$ cat config.mk
export PLATFORM = sky130hd
export DESIGN_NAME = zrb_spi_fifo_master
export DESIGN_NICKNAME = d
export VERILOG_FILES = /design/src/rtl/zrb_spi_fifo_master.sv
export SDC_FILE = /design/constraint.sdc
export NUM_CORES = 1
export LEC_CHECK = 0
export CAP_MARGIN = 20
export CORE_UTILIZATION = 45
export DETAILED_ROUTE_END_ITERATION = 8
export GPL_ROUTABILITY_DRIVEN = 0
export PLACE_DENSITY = 0.7
export SLEW_MARGIN = 20
export SYNTH_ARGS = -nofsm -noshare
export SYNTH_HDL_FRONTEND = slang
export SYNTH_SLANG_ARGS = --single-unit
export TNS_END_PERCENT = 30
$ cat constraint.sdc
create_clock -name clk -period 2.13 [get_ports clk]
set_input_delay 0.5325 -clock clk [delete_from_list [all_inputs] [get_ports clk]]
set_output_delay 0.5325 -clock clk [all_outputs]
set_load 0.005 [all_outputs]
$ cat src/rtl/zrb_spi_fifo_master.sv
// zrb_spi_fifo_master
//   SPI mode-0 byte engine between a show-ahead TX FIFO and an RX FIFO.
//   Pops a byte from the TX FIFO, shifts it out MSB-first on mosi while
//   capturing miso on each rising sclk edge, then pushes the received byte
//   into the RX FIFO. cs_n stays low across back-to-back bytes, and the
//   engine stalls with the bus frozen while the RX FIFO is full.
//
// Parameters
//   DATA_WIDTH  bits per transfer (also the FIFO data width), >= 2
//   CLK_DIV     sclk half-period in clk cycles (1..65535)
//
// Ports
//   clk, reset          system clock; asynchronous active-high reset
//   enable              level; engine drains the TX FIFO while high
//   tx_data, tx_empty   TX FIFO head (valid when not empty) and empty flag
//   tx_rd_en            one-cycle pop pulse to the TX FIFO
//   rx_data, rx_wr_en   received byte and one-cycle push pulse to the RX FIFO
//   rx_full             RX FIFO full flag
//   sclk, mosi, miso    SPI clock (idle low), data out, data in
//   cs_n                chip select, active low
//   busy                high whenever the engine is not idle
module zrb_spi_fifo_master #(
    parameter int DATA_WIDTH = 8,
    parameter int CLK_DIV    = 4
) (
    input  logic                  clk,
    input  logic                  reset,
    input  logic                  enable,
    input  logic [DATA_WIDTH-1:0] tx_data,
    input  logic                  tx_empty,
    output logic                  tx_rd_en,
    output logic [DATA_WIDTH-1:0] rx_data,
    output logic                  rx_wr_en,
    input  logic                  rx_full,
    output logic                  sclk,
    output logic                  mosi,
    input  logic                  miso,
    output logic                  cs_n,
    output logic                  busy
);
    localparam int CNT_W = (DATA_WIDTH > 1) ? $clog2(DATA_WIDTH) : 1;
    localparam logic [CNT_W-1:0] BIT_LAST = CNT_W'(DATA_WIDTH - 1);
    localparam logic [15:0]      DIV_LAST = 16'(CLK_DIV - 1);

    typedef enum logic [1:0] {IDLE, LOW, HIGH, DONE} state_t;

    state_t                state, state_n;
    logic [DATA_WIDTH-1:0] tx_shift, tx_shift_n;
    logic [DATA_WIDTH-1:0] rx_shift, rx_shift_n;
    logic [DATA_WIDTH-1:0] rx_data_n;
    logic [CNT_W-1:0]      bit_cnt, bit_cnt_n;
    logic [15:0]           div_cnt, div_cnt_n;
    logic                  sclk_n, mosi_n, cs_n_n, busy_n;
    logic                  tx_rd_en_n, rx_wr_en_n;
    logic                  start;
    logic                  load;

    // A byte is available and the engine is allowed to take it.
    assign start = enable && !tx_empty;

    always_comb begin
        // NOTE: every next-value defaults to its current value (pulses to 0)
        // before the case, so no path through it can infer a latch.
        state_n    = state;
        tx_shift_n = tx_shift;
        rx_shift_n = rx_shift;
        rx_data_n  = rx_data;
        bit_cnt_n  = bit_cnt;
        div_cnt_n  = div_cnt;
        sclk_n     = sclk;
        mosi_n     = mosi;
        cs_n_n     = cs_n;
        tx_rd_en_n = 1'b0;
        rx_wr_en_n = 1'b0;
        load       = 1'b0;

        case (state)
            IDLE: load = start;
            LOW: begin
                if (div_cnt == DIV_LAST) begin
                    // Rising sclk edge: the slave's bit is sampled here.
                    sclk_n     = 1'b1;
                    rx_shift_n = {rx_shift[DATA_WIDTH-2:0], miso};
                    div_cnt_n  = '0;
                    state_n    = HIGH;
                end else begin
                    div_cnt_n = div_cnt + 16'd1;
                end
            end
            HIGH: begin
                if (div_cnt == DIV_LAST) begin
                    sclk_n    = 1'b0;
                    div_cnt_n = '0;
                    if (bit_cnt == BIT_LAST) begin
                        state_n = DONE;
                    end else begin
                        // Falling sclk edge: present the next bit.
                        bit_cnt_n  = bit_cnt + CNT_W'(1);
                        tx_shift_n = tx_shift << 1;
                        mosi_n     = tx_shift[DATA_WIDTH-2];
                        state_n    = LOW;
                    end
                end else begin
                    div_cnt_n = div_cnt + 16'd1;
                end
            end
            DONE: begin
                // While the RX FIFO is full everything holds its value.
                if (!rx_full) begin
                    rx_data_n  = rx_shift;
                    rx_wr_en_n = 1'b1;
                    if (start) begin
                        load = 1'b1;
                    end else begin
                        cs_n_n  = 1'b1;
                        mosi_n  = 1'b1;
                        state_n = IDLE;
                    end
                end
            end
            default: state_n = IDLE;
        endcase

        // Byte load, shared by IDLE and back-to-back continuation from DONE.
        // The pop happens in the same cycle the head byte is captured.
        if (load) begin
            tx_shift_n = tx_data;
            mosi_n     = tx_data[DATA_WIDTH-1];
            cs_n_n     = 1'b0;
            sclk_n     = 1'b0;
            tx_rd_en_n = 1'b1;
            bit_cnt_n  = '0;
            div_cnt_n  = '0;
            state_n    = LOW;
        end

        busy_n = (state_n != IDLE);
    end

    always_ff @(posedge clk or posedge reset) begin
        if (reset) begin
            // NOTE: the shift registers are ordinary flops rather than a
            // memory array, so they are cleared with everything else and
            // an aborted transfer leaves no stale partial byte behind.
            state    <= IDLE;
            tx_shift <= '0;
            rx_shift <= '0;
            rx_data  <= '0;
            bit_cnt  <= '0;
            div_cnt  <= '0;
            sclk     <= 1'b0;
            mosi     <= 1'b1;
            cs_n     <= 1'b1;
            busy     <= 1'b0;
            tx_rd_en <= 1'b0;
            rx_wr_en <= 1'b0;
        end else begin
            // NOTE: non-blocking assignments, so every register updates from
            // the pre-edge values computed above.
            state    <= state_n;
            tx_shift <= tx_shift_n;
            rx_shift <= rx_shift_n;
            rx_data  <= rx_data_n;
            bit_cnt  <= bit_cnt_n;
            div_cnt  <= div_cnt_n;
            sclk     <= sclk_n;
            mosi     <= mosi_n;
            cs_n     <= cs_n_n;
            busy     <= busy_n;
            tx_rd_en <= tx_rd_en_n;
            rx_wr_en <= rx_wr_en_n;
        end
    end

endmodule

## After elaboration in Yosys (flattened, before gate mapping)

Cells that the tools add are included.

| cells by class | value |
|---|---|
| reduce and logical (&&, ||, !) cells | 17 |
| mux-type cells | 36 |
| bitwise logic cells | 1 |
| equality and inequality tests | 13 |
| add/subtract/negate cells | 2 |

Operator list:

| operator | count |
|---|---|
| $mux 16 | 3 |
| $mux 7 | 4 |
| $add 16x1->16 const B | 1 |
| $eq 16x2->1 const B | 1 |
| $mux 1 | 15 |
| $ne 3x3->1 const B | 5 |
| $mux 2 | 6 |
| $mux 3 | 4 |
| $reduce_bool 2->1 | 5 |
| $reduce_and 3->1 | 3 |
| $pmux 1 s2 | 3 |
| $pmux 2 s3 | 1 |
| $reduce_bool 3->1 | 2 |
| $reduce_and 5->1 | 1 |
| $eq 2x2->1 const B | 2 |
| $ne 2x1->1 const B | 2 |
| $reduce_and 2->1 | 2 |
| $add 3x1->3 const B | 1 |
| $eq 3x3->1 const B | 1 |
| $eq 2x1->1 const B | 1 |
| $logic_not 2->1 | 1 |
| $ne 2x2->1 const B | 1 |
| $reduce_or 2->1 | 1 |
| $logic_and 1x1->1 | 1 |
| other kinds (2) | 2 |

| storage, ports and cells | value |
|---|---|
| bits of input ports | 14 |
| bits in registers | 50 |
| output and inout bits | 14 |

## Longest topological paths before layout

| logic depth | value |
|---|---|
| depth in word-level cells | 7 |
| depth in mapped cells | 9 |
| depth with buffers taken out | 7 |

## Worst setup path before layout

OpenSTA, ideal clock, no wires.

| timing path | value |
|---|---|
| kind | reg2reg |
| start point | reg div_cnt[0] |
| end point | reg mosi |
| clock period less this slack | 2.359 ns |
| required time | 2.044 ns |
| slack | -0.229 ns |
| data arrival time | 2.273 ns |
| library setup time | 0.086 ns |
| cell stages (with the launch flop) | 7 |
| cells stage by stage | dfrtp_1 -> ha_1 -> or3b_2 -> or4_4 -> or3_1 -> o21a_1 -> o31ai_2 |

| between the ends | value |
|---|---|
| word-level cells in the longest chain between the ends | 3 |

Ends and longest elaborated chain:

| item | line | RTL |
|---|---|---|
| from (decl) | 52 | `logic [15:0] div_cnt, div_cnt_n;` |
| from (signal assigned) | 165 | `div_cnt <= div_cnt_n;` |
| $eq 16x2->1 | 91 | `if (div_cnt == DIV_LAST) begin` |
| $ne 3x3->1 (no line) | - |  |
| $reduce_and 5->1 (no line) | - |  |
| to (signal assigned) | 167 | `mosi <= mosi_n;` |
| to (decl) | 36 | `output logic mosi,` |

Every way passes these cells.
A chain may end at the register's enable or synchronous reset.

## Worst setup path after layout

| timing path | value |
|---|---|
| start point | reg div_cnt[9] |
| end point | reg mosi |

The elaborated chain is that of the path after synthesis.

==> flow_summary_export.csv <==
group,metric,value,unit
outcome,outcome,"finished with violations",
outcome,failed_checks,"setup timing",
placement,dp_hpwl,3770,um
final_layout,fin_util,63.2,%
timing,setup_viol,23,
synthesis,avgSynthCellArea,9.80,um2
synthesis,synth_seq_cells,50,
floorplanning,chipHeight,75.2,um
final_layout,final_cell_mix,"49 x nand2_1, 48 x dfrtp_1, 40 x buf_4",
synthesis,synth_top_cell_by_area,"dfrtp_1",
power,p_per_area,494,nW/um2
synthesis,synthesis.area,2410,um2
cts,cts_buffer_depth,2,
routing,via_per_inst,5.19,
timing,finalCritPeriodShare,107,%
floorplanning,die_w,75.2,um
synthesis,synth_area_leaders,"dfrtp_1 50%, nand2_1 7.8%, ha_1 4.2%",
setup_path,cp.arrival,2510,ps
final_layout,area_growth,34.8,%
cts,holdBufCountCts,0,
grt,grt_max_degree,21,
placement,post-place-ws,-158,ps
timing,slew_headroom,72.1,%
synthesis,yosysWarnings,0,
final_layout,fillers,450,
synthesis,seq_area_frac_synth,52.0,%
synthesis,synthArstFlopShare,100,%
cts,cts.sinks,50,
final_layout,final_common_cell,"nand2_1",
floorplanning,num_rows,26,
final_layout,drive_gt1_share,25.1,%
grt,gr-total-overflow,0,
timing,slew_violations,0,
synthesis,synth_ff_type,"dfrtp_1",
cts,clock_latency,310,ps
grt,grt_pass1_wl,8770,um
floorplanning,die-area,5650,um2
placement,postPlaceCellArea,3060,um2
setup_path,cp_max_fo,2,
grt,track_usage,20.8,%
routing,antenna_left,0,
grt,grt_pass1_vias,1903,
setup_path,path_class,"reg -> reg",
routing,drc,0,
cts,cts_tree,"built",
floorplanning,initial_core_util,46.9,%
setup_path,crit_path_start_kind,"flip-flop",
final_layout,num_antenna_cells,0,
cts,cts_buffers,5,
timing,tns,-1480,ps
setup_path,cp.required,2360,ps
routing,drtIter0Drc,123,
routing,vias,2018,
synthesis,synthCells,246,
timing,clock_skew,11.0,ps
synthesis,syn-num-nets,268,
power,power_leakage,1.54,nW
routing,routed_wl,5290,um
floorplanning,core_area,5140,um2
final_layout,finalInstanceArea,3250,um2
final_layout,fin_cells,389,
cts,htree_levels,2,
worst_hold_path,hp-class,"reg -> reg",
cts,cts-root-buf,"clkbuf_8",
timing,hold_viol,0,
job,drv_cap,0,
placement,portBuffers,27,
timing,worst_slack,-147,ps
timing,max_freq,439,MHz
floorplanning,ioPinCount,28,
synthesis,synth-edff-count,0,
setup_path,end_kind,"flip-flop",
power,ir_worst_vdd,0.440,mV
timing,rsz0062_at_grt,"true",
grt,antenna_found_initial,0,
routing,wire_per_inst,13.6,um
cts,clk_pin_slew_worst_paths,110,ps
final_layout,nets,340,
synthesis,synth_cell_type_count,36,
routing,dr.pass1.iters,4,
timing,tightest_slew,417,ps
synthesis,yosysTopAreaCellShare,49.8,%
timing,period_minus_slack,2280,ps
placement,dpl.cell_count,375,
[synthesized netlist by cell type (all sizes together) (2+ instances only)]
cell type  instances
clkbuf             7
dfrtp             48
nor4               2
xnor2              3
mux2               8
nand2             50
o211ai             4
o21a               3
a21oi             10
xor2               8
o21ai              8
ha                 8
or4                7
a31oi              6
and3               4
dfstp              2
o31ai              3
nand4              3
nand3              6
or3                6
inv                8
nor3               5
nor2              23
nand2b             3
a211oi             2
o2111ai            3
[what timing repair did]
action	in CTS	in global routing
pin swaps	6	5
setup endpoints to repair	30	35
resized for setup	6	8
gates cloned	0	1
setup buffers	2	3
[critical path: stages, from the launching register on]
cell     delay [ps]
dfrtp_1         400
or4_4           550
or4_4           560
or3_4           350
o21a_1          190
o31ai_2         170
[report_power, final]
group | switching (W) | internal, W
Combinational | 0.0000246 | 0.0000289
Sequential | 0.000000751 | 0.000950
Clock | 0.000356 | 0.000246
Total | 0.000382 | 0.00122
[cell type report]
class | count | area, um2 | area share [%]
multi-input cells | 180 | 1140 | 35.1
flip-flops and latches | 50 | 1250 | 38.6
clock inverters | 3 | 28.8 | 0.885
well taps | 70 | 87.6 | 2.69
repair buffers | 73 | 641 | 19.7
clock buffers | 5 | 68.8 | 2.12
inverters | 8 | 30.0 | 0.924
[sequential cells by signal (all words and copies together), names as in the netlist]
name	cells
div_cnt	16
rx_wr_en	1
sclk	1
rx_shift	8
busy	1
bit_cnt	3
state	2
mosi	1
tx_shift	7
tx_rd_en	1
cs_n	1
rx_data	8
[cell families (layout without fill, tap and decap cells)]
kind of cell / Yosys count / in the layout / share of synthesized area [%]
adder cells (fa/ha/maj): 8 / 8 / 4.15
multiplexers: 8 / 8 / 3.74
flip-flops: 50 / 50 / 52.0
buffers and inverters: 16 / 89 / 2.54
XOR/XNOR: 11 / 11 / 4.00
AO/OA/AOI/OAI: 41 / 41 / 11.1
AND/OR/NAND/NOR: 112 / 112 / 22.5
[per-layer routing]
layer / vias up / track usage, % / wire length [um]
li1: 1005 / - / -
met1: 949 / 28.1 / 2450
met2: 55 / 32.8 / 2490
met3: 9 / 4.28 / 233
met4: 0 / 8.85 / 107
met5: - / 0 / 0
[through the flow]
step / power, W / hold WS (ps)
2_1_floorplan: 0.000986 / 433
3_3_place_gp: 0.00102 / 442
3_5_place_dp: 0.00102 / 456
4_1_cts: 0.00163 / 483
5_1_grt: 0.00166 / 517
6_report: 0.00161 / 477
[path summary, 6_finish.rpt]
check | start | to | slack [ps] | cells after the start
setup / recovery | div_cnt[9]$_DFFE_PP0P_ | mosi$_DFFE_PP1P_ | -150 | 5
setup reg to reg | div_cnt[9]$_DFFE_PP0P_ | mosi$_DFFE_PP1P_ | -150 | 5
hold reg to reg | rx_shift[7]$_DFFE_PP0P_ | rx_data[7]$_DFFE_PP0P_ | 480 | 2
min in group asynchronous | reset | rx_wr_en$_DFF_PP0_ | 520 | 2
hold / removal | rx_shift[7]$_DFFE_PP0P_ | rx_data[7]$_DFFE_PP0P_ | 480 | 2
max in group asynchronous | reset | mosi$_DFFE_PP1P_ | 1070 | 3
(Power assumes the default switching activity.)
